===== src/rtl/gcd_pkg.sv =====
// Shared types and encodings for the subtractive GCD controller and its datapath.
package gcd_pkg;

  localparam int DEF_DATA_WIDTH = 8;

  typedef enum logic [2:0] {
    IDLE   = 3'd0,
    LOAD_A = 3'd1,
    LOAD_B = 3'd2,
    CMP    = 3'd3,
    SUB_A  = 3'd4,
    SUB_B  = 3'd5,
    DONE   = 3'd6
  } gcd_state_e;

  // Datapath mux encodings; the datapath decodes the same constants.
  localparam logic SEL_IN_BUS        = 1'b0;
  localparam logic SEL_IN_SUB        = 1'b1;
  localparam logic SEL_SUB_A_MINUS_B = 1'b0;
  localparam logic SEL_SUB_B_MINUS_A = 1'b1;

  function automatic logic state_is_busy(input gcd_state_e s);
    return (s != IDLE);
  endfunction

endpackage


===== src/rtl/gcd_ctrl_if.sv =====
// Control/status bundle between the GCD controller (slave) and the datapath/requester side (master).
interface gcd_ctrl_if;
  import gcd_pkg::*;

  // start is a level request, only honoured while the controller is idle;
  // done is a single-cycle pulse, with res_sel/err valid alongside it.
  logic       start;
  logic       lt;
  logic       gt;
  logic       eq;
  logic       a_zero;
  logic       b_zero;
  logic       ld_A;
  logic       ld_B;
  logic       sel_in;
  logic       sel_sub;
  logic       busy;
  logic       done;
  logic       res_sel;
  logic       err;
  gcd_state_e dbg_state;

  modport master (
    output start, lt, gt, eq, a_zero, b_zero,
    input  ld_A, ld_B, sel_in, sel_sub, busy, done, res_sel, err, dbg_state
  );

  modport slave (
    input  start, lt, gt, eq, a_zero, b_zero,
    output ld_A, ld_B, sel_in, sel_sub, busy, done, res_sel, err, dbg_state
  );

endinterface


===== src/rtl/gcd_iter_cnt.sv =====
// Saturating iteration counter with synchronous clear and increment.
module gcd_iter_cnt #(
  parameter int WIDTH = 8,
  parameter int LIMIT = 255
) (
  input  logic i_clk,
  input  logic i_rst,
  input  logic clr_i,
  input  logic inc_i,
  output logic at_limit_o
);

  logic [WIDTH-1:0] cnt_q;
  logic [WIDTH-1:0] cnt_d;

  always_comb begin
    cnt_d = cnt_q;
    if (clr_i) begin
      cnt_d = '0;
    end else if (inc_i && (cnt_q != {WIDTH{1'b1}})) begin
      cnt_d = cnt_q + 1'b1;
    end
  end

  always_ff @(posedge i_clk or posedge i_rst) begin
    if (i_rst) begin
      cnt_q <= '0;
    end else begin
      cnt_q <= cnt_d;
    end
  end

  assign at_limit_o = (cnt_q == LIMIT[WIDTH-1:0]);

endmodule


===== src/rtl/gcd_ctrl.sv =====
// Moore control FSM for the subtractive GCD datapath.
// Optional iteration timeout enabled by defining GCD_CTRL_TIMEOUT_EN.
module gcd_ctrl
  import gcd_pkg::*;
#(
  parameter int DATA_WIDTH = DEF_DATA_WIDTH,
  parameter int MAX_ITER   = 255
) (
  input  logic       i_clk,
  input  logic       i_rst,
  gcd_ctrl_if.slave  ctrl
);

  gcd_state_e state_q, state_d;
  logic       res_sel_q, res_sel_d;
  logic       err_q, err_d;
  logic       at_limit;

  if (MAX_ITER >= (1 << DATA_WIDTH)) begin : g_bad_cfg
    $error("MAX_ITER does not fit the DATA_WIDTH-bit iteration counter");
  end

`ifdef GCD_CTRL_TIMEOUT_EN
  gcd_iter_cnt #(
    .WIDTH (DATA_WIDTH),
    .LIMIT (MAX_ITER)
  ) u_iter_cnt (
    .i_clk      (i_clk),
    .i_rst      (i_rst),
    .clr_i      (state_q == LOAD_A),
    .inc_i      ((state_q == SUB_A) || (state_q == SUB_B)),
    .at_limit_o (at_limit)
  );
`else
  assign at_limit = 1'b0;
`endif

  always_ff @(posedge i_clk or posedge i_rst) begin
    if (i_rst) begin
      state_q   <= IDLE;
      res_sel_q <= 1'b0;
      err_q     <= 1'b0;
    end else begin
      state_q   <= state_d;
      res_sel_q <= res_sel_d;
      err_q     <= err_d;
    end
  end

  always_comb begin
    state_d   = state_q;
    res_sel_d = res_sel_q;
    err_d     = err_q;
    unique case (state_q)
      IDLE: begin
        if (ctrl.start) begin
          state_d   = LOAD_A;
          res_sel_d = 1'b0;
          err_d     = 1'b0;
        end
      end
      LOAD_A: state_d = LOAD_B;
      LOAD_B: state_d = CMP;
      CMP: begin
        // A==0 alone means B holds the answer; both zero reports A.
        if (ctrl.a_zero) begin
          state_d   = DONE;
          res_sel_d = ~ctrl.b_zero;
        end else if (ctrl.b_zero || ctrl.eq) begin
          state_d   = DONE;
          res_sel_d = 1'b0;
        end else if (at_limit) begin
          state_d = DONE;
          err_d   = 1'b1;
        end else if (ctrl.gt) begin
          state_d = SUB_A;
        end else if (ctrl.lt) begin
          state_d = SUB_B;
        end else begin
          state_d = DONE;
          err_d   = 1'b1;
        end
      end
      SUB_A:   state_d = CMP;
      SUB_B:   state_d = CMP;
      DONE:    state_d = IDLE;
      default: state_d = IDLE;
    endcase
  end

  always_comb begin
    ctrl.ld_A      = 1'b0;
    ctrl.ld_B      = 1'b0;
    ctrl.sel_in    = SEL_IN_BUS;
    ctrl.sel_sub   = SEL_SUB_A_MINUS_B;
    ctrl.done      = 1'b0;
    ctrl.busy      = state_is_busy(state_q);
    ctrl.res_sel   = res_sel_q;
    ctrl.err       = err_q;
    ctrl.dbg_state = state_q;
    unique case (state_q)
      LOAD_A: ctrl.ld_A = 1'b1;
      LOAD_B: ctrl.ld_B = 1'b1;
      SUB_A: begin
        ctrl.ld_A    = 1'b1;
        ctrl.sel_in  = SEL_IN_SUB;
        ctrl.sel_sub = SEL_SUB_A_MINUS_B;
      end
      SUB_B: begin
        ctrl.ld_B    = 1'b1;
        ctrl.sel_in  = SEL_IN_SUB;
        ctrl.sel_sub = SEL_SUB_B_MINUS_A;
      end
      DONE:    ctrl.done = 1'b1;
      default: ;
    endcase
  end

endmodule


===== src/flat_wrapper.sv =====
// flat-port wrapper written by rule: the top's interface ports become plain ports
module gcd_ctrl_flat import gcd_pkg::*;
#(
  parameter int DATA_WIDTH = DEF_DATA_WIDTH,
  parameter int MAX_ITER   = 255
)
  (i_clk, i_rst, ctrl_start, ctrl_lt, ctrl_gt, ctrl_eq, ctrl_a_zero, ctrl_b_zero, ctrl_ld_A, ctrl_ld_B, ctrl_sel_in, ctrl_sel_sub, ctrl_busy, ctrl_done, ctrl_res_sel, ctrl_err, ctrl_dbg_state);
  gcd_ctrl_if ctrl_i ();
  input  logic i_clk;
  input  logic i_rst;
  input wire logic [$bits(ctrl_i.start)-1:0] ctrl_start;
  input wire logic [$bits(ctrl_i.lt)-1:0] ctrl_lt;
  input wire logic [$bits(ctrl_i.gt)-1:0] ctrl_gt;
  input wire logic [$bits(ctrl_i.eq)-1:0] ctrl_eq;
  input wire logic [$bits(ctrl_i.a_zero)-1:0] ctrl_a_zero;
  input wire logic [$bits(ctrl_i.b_zero)-1:0] ctrl_b_zero;
  output wire logic [$bits(ctrl_i.ld_A)-1:0] ctrl_ld_A;
  output wire logic [$bits(ctrl_i.ld_B)-1:0] ctrl_ld_B;
  output wire logic [$bits(ctrl_i.sel_in)-1:0] ctrl_sel_in;
  output wire logic [$bits(ctrl_i.sel_sub)-1:0] ctrl_sel_sub;
  output wire logic [$bits(ctrl_i.busy)-1:0] ctrl_busy;
  output wire logic [$bits(ctrl_i.done)-1:0] ctrl_done;
  output wire logic [$bits(ctrl_i.res_sel)-1:0] ctrl_res_sel;
  output wire logic [$bits(ctrl_i.err)-1:0] ctrl_err;
  output wire logic [$bits(ctrl_i.dbg_state)-1:0] ctrl_dbg_state;
  assign ctrl_i.start = ctrl_start;
  assign ctrl_i.lt = ctrl_lt;
  assign ctrl_i.gt = ctrl_gt;
  assign ctrl_i.eq = ctrl_eq;
  assign ctrl_i.a_zero = ctrl_a_zero;
  assign ctrl_i.b_zero = ctrl_b_zero;
  assign ctrl_ld_A = ctrl_i.ld_A;
  assign ctrl_ld_B = ctrl_i.ld_B;
  assign ctrl_sel_in = ctrl_i.sel_in;
  assign ctrl_sel_sub = ctrl_i.sel_sub;
  assign ctrl_busy = ctrl_i.busy;
  assign ctrl_done = ctrl_i.done;
  assign ctrl_res_sel = ctrl_i.res_sel;
  assign ctrl_err = ctrl_i.err;
  assign ctrl_dbg_state = ctrl_i.dbg_state;
  gcd_ctrl #(.DATA_WIDTH(DATA_WIDTH), .MAX_ITER(MAX_ITER)) u_core (.i_clk(i_clk), .i_rst(i_rst), .ctrl(ctrl_i));
endmodule

===== config.mk =====
export PLATFORM = sky130hd
export DESIGN_NAME = gcd_ctrl_flat
export DESIGN_NICKNAME = d
export VERILOG_FILES = /design/src/rtl/gcd_pkg.sv /design/src/rtl/gcd_ctrl_if.sv /design/src/rtl/gcd_iter_cnt.sv /design/src/rtl/gcd_ctrl.sv /design/src/flat_wrapper.sv
export SDC_FILE = /design/constraint.sdc
export NUM_CORES = 1
export LEC_CHECK = 0
export BUFFER_PORTS_ARGS = -buffer_cell sky130_fd_sc_hd__buf_2
export CORE_AREA = 2 2 39 41
export DETAILED_ROUTE_END_ITERATION = 6
export DIE_AREA = 0 0 41 43
export HOLD_SLACK_MARGIN = 0.08
export PLACE_DENSITY = 0.6
export SLEW_MARGIN = 10
export SYNTH_ARGS = -nofsm -noshare
export SYNTH_HDL_FRONTEND = slang
export SYNTH_HIERARCHICAL = 1
export SYNTH_SLANG_ARGS = --single-unit
export TNS_END_PERCENT = 20

===== constraint.sdc =====
create_clock -name i_clk -period 1.9 [get_ports i_clk]
set_clock_uncertainty 0.05 [all_clocks]
set_input_delay 0.38 -clock i_clk [delete_from_list [all_inputs] [get_ports i_clk]]
set_output_delay 0.38 -clock i_clk [all_outputs]
set_load 0.02 [all_outputs]

# Word-level counts from Yosys, hierarchy flattened
# Index checks and enable logic that the tools add are counted.
# totals
in_bits	8
out_inout_bits	11
register_bits	5
wordCells	46
# op_classes
bitwise_logic	1
eq_ne	12
reduce_logical	10
n_mux	20
# op_table
cell	count
2-to-1 mux 1 bit	12
2-to-1 mux 3 bit	4
case mux 3 bit (4 select lines)	1
inequality test 2 bit, second input constant	5
== test 3 bit, second input constant	3
== test 3 x 2 -> 1 bit, second input constant	2
AND reduction 6 bit	1
OR reduction 2 bit	3
case mux 1 bit (2 select lines)	2
== test 3 x 1 -> 1 bit, second input constant	1
zero test 3 bit	1
inequality test 3 x 2 -> 1 bit, second input constant	1
AND reduction 3 bit	1
nonzero test 3 bit	1
OR reduction 3 bit	1
2-to-1 mux 2 bit	1
nonzero test 2 bit	1
logical OR 1 bit	1
inverter 1 bit	1

# Depth between registers and ports, before layout
# Gate-level depths: netlist (run 1).
# depth
depth_word	5
depth_mapped	4
depth_no_buf	3

# Worst setup path before layout (run 1)
# OpenSTA, ideal clock, no wires.
# synth_path
path_kind	register to output
startpoint	register u_core.state_q[1], in the netlist u_core/ctrl.dbg_state[1]
endpoint	output port ctrl_ld_B
path_stages_with_launch	4
arrival_ns	1.445
slack_ns	0.025
cell_sequence	dfrtp_1 buf_2 nor3_1 a21o_1
# synth_via
elab_chain_cells	3
elab_cells_between_ends	4
# synth_rtl
element	line	rtl
start: declaration	gcd_ctrl.sv:14	gcd_state_e state_q, state_d;
start signal: assignment	gcd_ctrl.sv:44	state_q <= state_d;
== test 3 x 2 -> 1 bit or == test 3 bit (tied branches)	gcd_ctrl.sv:101	unique case (state_q)
OR reduction 2 bit (no line) (*)	-	
2-to-1 mux 1 bit (*)	gcd_ctrl.sv:101	
end: declaration	flat_wrapper.sv:18	output wire logic [$bits(ctrl_i.ld_B)-1:0] ctrl_ld_B;
# Every way passes the cells marked *; elsewhere a longest branch is shown, timed or not.

# Worst setup path after layout (run 1)
# layout_path
startpoint	register u_core.state_q[1], in the netlist u_core/ctrl.dbg_state[1]
endpoint	output port ctrl_busy
# layout_via
elab_chain_cells	1
# layout_rtl
element	line	rtl
nonzero test 3 bit	gcd_pkg.sv:23	return (s != IDLE);
end: declaration	flat_wrapper.sv:21	output wire logic [$bits(ctrl_i.busy)-1:0] ctrl_busy;
# Every way passes these cells.

==> impl_results.md, run 1 <==
* Outcome: completed
* CTS Buf Count at 3
* Drt first pass iters at 4
* Seq cells post-synth at 5
* Area growth syn-to-layout at 42.11%
* Tmin final at 1821 ps
* Async S/R FF share, synth at 100.0%
* Final slew viol count at 0
* Ratio of total power to cell area at 1701 nW/um2
* Critical path arrival at 1390 ps
* Final setup violation count at 0
* CTS sink cnt at 5
* WL met1 at 323 um
* Residual DRC count at 0
* Vias per cell at 4.507
* CP Cell Sequence: or3_2 > buf_2
* Drt total wl at 743 um
* Achievable Freq at 549.2 MHz
* Worst slew margin at 77.31%
* Top Layer Used: met3
* Reg clk slew, reported paths at 40 ps
* Nets@finish at 64
* Mapped cell area at 309.0 um2
* Cell with the most instances after synthesis: dfrtp_1
* CTS Root Cell: clkbuf_4
* Final Cell Area at 439.2 um2
* Hold Slack at 301.2 ps
* Number of synthesized flops with an enable pin at 0
* Simple-gate portion of the synthesized area at 25.51%
* Number of global-route vias before repair at 300
* Initial Util at 22.33%
* Antenna diodes at 0
* Synth Area in Compound Gates at 21.05%
* Cell count after synthesis at 34
* CP startpoint kind: register
* Wirelength per Cell at 10.46 um
* Initial DRC Count at 5
* Buf/Inv on CP at 1
* Period utilisation layout at 95.83%
* Largest net degree at the start of global routing at 14
* Distinct cells, synth at 22
* Post-layout util at 31.74%
* Floorplan core area at 1384 um2
* Top cells by count, synth: dfrtp_1 (5), inv_1 (4), nand2_1 (3)
* Final hold viol count at 0
* Max cap viols at 0
* Avg Cell Area, Syn at 9.090 um2
* Area fraction of the dominant cell type after synthesis at 40.49%
* Initial antenna violation count at 0
* Share of cells above drive strength 1 at 43.64%
* Hpwl dp at 601.2 um
* RSZ-0062 raised after global routing: no
* Peak supply drop at 0.7189 mV
* Worst endpoint required time at 1470 ps
* Largest family of logic cells by synthesized area: simple AND/OR/NAND/NOR gates
* Post-DRT Antenna Nets at 0
* CTS tree: built
* Worst Setup End Kind: primary output
* Maximum clock path buffer count at 2
* CP max stage cell: or3_2
* Xor and xnor area share after synthesis at 2.834%
* CP Class: register to primary output
* CP top delay family: simple AND/OR/NAND/NOR gates
* Grt ovf at 0
* Setup TNS at 0 ps
* Met3 WL post-DR at 49 um
* Synth Area in Adders at 0%
* Setup WS post-layout at 79.18 ps
* Main area contributors after synthesis: dfrtp_1 (40%), inv_1 (4.9%), or4b_4 (4.5%)
* Dpl cell area at 402.9 um2
* Syn_nets at 42
* First-pass GRT wire length at 1200 um
* Placer congestion estimate at 0.7632
* H-tree depth at 1
* Die Wd at 41 um
* Top cell type by total area after synthesis: dfrtp_1
* Met2 WL post-DR at 370 um
* Filler cells at 161
* PortBufs at 18
* Die Y at 43 um
* Post-synthesis mux area share at 0%
* Routed vias at 320
* Ys flop type: dfrtp_1
* Worst slew pin tran at 337.2 ps
* Ports at 19
* Clock latency at the later pin of the worst-skew pair at 230 ps
* Row count at 14
* P_leak at 0.2276 nW
* Ys Warns at 6
* Reg area at 125.1 um2
* Sequential cell area fraction in the yosys report at 40.49%
* Setup Slack @ Placement at 326.5 ps
* Crit-path max cell delay at 500 ps
* Die area at 1763 um2
* Total track usage at 10.38%
* Multi-input logic area at 152.6 um2
* Post-cts sizing count at 0
* Crit path max fanout at 13
* Class of the worst hold path: primary input to register
state kept, by name, summed over array words and instances (netlist names):
signal,cells
u_core/ctrl.dbg_state,3
u_core/ctrl.err,1
u_core/ctrl.res_sel,1
routing by layer:
layer  track usage [%]  up-vias
li1                  -      168
met5                 0        -
met3             1.571        0
met1             12.38      139
met4             10.00        0
met2             14.69       13
timing repair:
item / 4_1_cts / 5_1_grt
hold buffers: 1 / 0
hold endpoints to repair: 5 / 0
buffers inserted: 0 / 0
path summary, 6_finish.rpt:
check	startpoint	to	slack, ps	cells after the start
max	u_core/ctrl.dbg_state[1]	ctrl_busy	80	2
min	ctrl_b_zero	u_core/ctrl.res_sel	300	2
max reg2reg	u_core/ctrl.dbg_state[1]	u_core/ctrl.res_sel	360	3
min reg2reg	u_core/ctrl.err	u_core/ctrl.err	420	2
max in group asynchronous	i_rst	u_core/ctrl.dbg_state[2]	1090	3
min in group asynchronous	i_rst	u_core/ctrl.dbg_state[0]	540	3
cell usage in the layout (no fill, tap or decap):
cell / n
a211oi_1: 1
a21boi_0: 1
a21o_1: 1
a311oi_1: 1
a32oi_1: 1
and3_1: 1
and3b_2: 1
buf_2: 18
clkbuf_1: 1
clkbuf_4: 3
dfrtp_1: 5
dlygate4sd3_1: 1
inv_1: 4
nand2_1: 3
nor2_1: 2
nor2b_1: 1
nor3_1: 2
nor4_1: 1
o21ai_0: 2
o22ai_1: 1
o41ai_1: 1
or3_2: 1
or4b_4: 1
xnor2_1: 1
area by class of cell:
class | instances | share of cell area, %
timing repair buffer | 19 | 22.79
sequential | 5 | 28.49
inverter | 4 | 3.419
multi-input combinational | 23 | 34.76
clock buffer | 4 | 5.983
tap | 16 | 4.558
logic make-up (layout without fill, tap and decap cells):
| kind of cell | after synthesis | after routing |
|---|---|---|
| compound gates | 9 | 9 |
| xor+xnor | 1 | 1 |
| buf+inv | 6 | 27 |
| flops | 5 | 5 |
| simple gates | 13 | 13 |
through the flow:
stage / instances / power (mW)
3_5_place_dp: 66 / 0.6333
3_3_place_gp: 66 / 0.6272
2_1_floorplan: 34 / 0.5231
6_report: 71 / 0.7471
4_1_cts: 71 / 0.7582
5_1_grt: 71 / 0.8147
power breakdown:
group	leakage [nW]	switching [mW]	internal [mW]	total, mW
Sequential	0.0615	0.0799	0.155	0.235
Clock	0.0150	0.0388	0.0791	0.118
Combinational	0.151	0.232	0.162	0.394
Total	0.228	0.351	0.396	0.747
(Power assumes the default switching activity.)
==> run 2, diff against run 1 <==
--- a/config.mk
+++ b/config.mk
@@ -11,6 +11,7 @@
 export DIE_AREA = 0 0 41 43
 export HOLD_SLACK_MARGIN = 0.08
 export PLACE_DENSITY = 0.6
+export RECOVER_POWER = 100
 export SLEW_MARGIN = 10
 export SYNTH_ARGS = -nofsm -noshare
 export SYNTH_HDL_FRONTEND = slang
==> impl_results.md, run 2 (synthesized netlist as in run 1, its figures left out) <==
* Outcome: completed
* Final hold viol count at 0 (unchanged)
* Area growth syn-to-layout at 37.25%
* CP startpoint kind: register
* Placed cell count at 66 (unchanged)
* Number of global-route vias before repair at 300 (unchanged)
* Initial DRC Count at 4 (-1)
* Post-DRT Antenna Nets at 0 (unchanged)
* Final setup violation count at 0 (unchanged)
* Hold Slack at 302.1 ps (+0.8550 ps)
* Crit path max fanout at 13 (unchanged)
* CTS Buf Count at 3 (unchanged)
* CP Class: register to primary output
* Wirelength per Cell at 10.46 um (unchanged)
* Worst endpoint required time at 1470 ps (about the same)
* Class of the worst hold path: primary input to register
* Max cap viols at 0 (unchanged)
* First-pass GRT wire length at 1200 um (unchanged)
* Reg clk slew, reported paths at 40 ps (about the same)
* Period utilisation layout at 95.58% (-0.25 points)
* Initial antenna violation count at 0 (unchanged)
* Hpwl dp at 601.2 um (unchanged)
* Clock latency at the later pin of the worst-skew pair at 230 ps (about the same)
* Row count at 14 (unchanged)
* Antenna diodes at 0 (unchanged)
* Largest net degree at the start of global routing at 14 (unchanged)
* PortBufs at 18 (unchanged)
* Drt first pass iters at 4 (unchanged)
* Achievable Freq at 550.6 MHz (+0.26%)
* Die Wd at 41 um (unchanged)
* Maximum clock path buffer count at 2 (unchanged)
* Drt total wl at 743 um (unchanged)
* Die area at 1763 um2 (unchanged)
* # hold bufs at CTS at 1 (unchanged)
* Worst Setup End Kind: primary output
* Share of cells above drive strength 1 at 25.45% (-18 points)
* Leading cell type in the layout, fill and taps excluded: clkbuf_1
* Floorplan core area at 1384 um2 (unchanged)
* Setup Buffers After CTS at 0 (unchanged)
* Placer congestion estimate at 0.7632 (unchanged)
* CTS Root Cell: clkbuf_4
* P_leak at 0.1990 nW (-13%)
* Worst slew margin at 77.31% (unchanged)
* Ratio of total power to cell area at 1703 nW/um2 (+0.12%)
* Ports at 19 (unchanged)
* Grt ovf at 0 (unchanged)
* CTS sink cnt at 5 (unchanged)
* RSZ-0062 raised after global routing: no
* Setup TNS at 0 ps (unchanged)
* Critical path arrival at 1390 ps (about the same)
* Post-cts sizing count at 0 (unchanged)
* Die Y at 43 um (unchanged)
* Initial Util at 22.33% (unchanged)
* Vias per cell at 4.521 (+0.31%)
* Final slew viol count at 0 (unchanged)
* Worst slew pin tran at 337.2 ps (unchanged)
* Most frequent cells in the layout: clkbuf_1 (9), buf_2 (8), dfrtp_1 (5), inv_1 (4)
* Tmin final at 1816 ps (-4.751 ps)
* Peak supply drop at 0.7057 mV (-1.8%)
* Max FFs per register at 3 (unchanged)
* Residual DRC count at 0 (unchanged)
* H-tree depth at 1 (unchanged)
* Cell Count, Final, Fillers Out at 71 (unchanged)
* Nets@finish at 64 (unchanged)
* CTS tree: built
* Routed vias at 321 (+0.31%)
* Total track usage at 10.38% (unchanged)
-- run 2: cell count changes in the layout (fill, tap and decap cells not counted), sizes merged --
cell    previous run  this run
buf               18         8
clkbuf             4        14
-- run 2: where the power goes --
group / switching [mW] / internal [mW] / total [mW]
clock network: 0.0387 / 0.0791 / 0.118
logic: 0.233 / 0.137 / 0.370
registers: 0.0794 / 0.155 / 0.235
total: 0.351 / 0.371 / 0.722
-- run 2: path summary, 6_finish.rpt --
kind | cells past startpoint | slack (ps) | end | from
setup / recovery | 2 | 80 | ctrl_busy | u_core/ctrl.dbg_state[1]
hold reg to reg | 2 | 420 | u_core/ctrl.err | u_core/ctrl.err
min in group asynchronous | 3 | 540 | u_core/ctrl.dbg_state[0] | i_rst
hold / removal | 2 | 300 | u_core/ctrl.res_sel | ctrl_b_zero
setup reg to reg | 3 | 320 | u_core/ctrl.res_sel | u_core/ctrl.dbg_state[1]
max in group asynchronous | 3 | 1090 | u_core/ctrl.dbg_state[2] | i_rst
-- run 2: area by class of cell --
cell class	instances	area, um2
Tap cell	16	20.02
Fill cell	169	959.7
Clock buffer	4	26.28
Multi-Input combinational cell	23	147.6
Inverter	4	15.01
Timing Repair Buffer	19	90.09
Sequential cell	5	125.1
-- run 2: stage by stage --
step / worst slack, ps / cell area [um2] / power, mW / util [%]
final: 83.93 / 424.2 / 0.7224 / 30.65
after global routing: 18.01 / 424.2 / 0.7896 / 30.65
after CTS: 70.49 / 439.2 / 0.7582 / 31.74
after detailed placement: 326.5 / 402.9 / 0.6333 / 29.11
after global placement: 348.9 / 402.9 / 0.6272 / 29.11
after floorplan: 25.48 / 309.0 / 0.5231 / -
-- run 2: per-layer routing --
metal,up-vias,GRT usage [%],part of all wire [%]
met5,-,0,0
met4,0,10.00,2.6
met3,2,1.571,7.1
met2,13,14.69,47
met1,140,12.38,43
li1,166,-,-
-- run 2: critical path, stage by stage, from the launching register on --
cell      delay, ps
dfrtp_1         490
or3_2           500
clkbuf_2        170
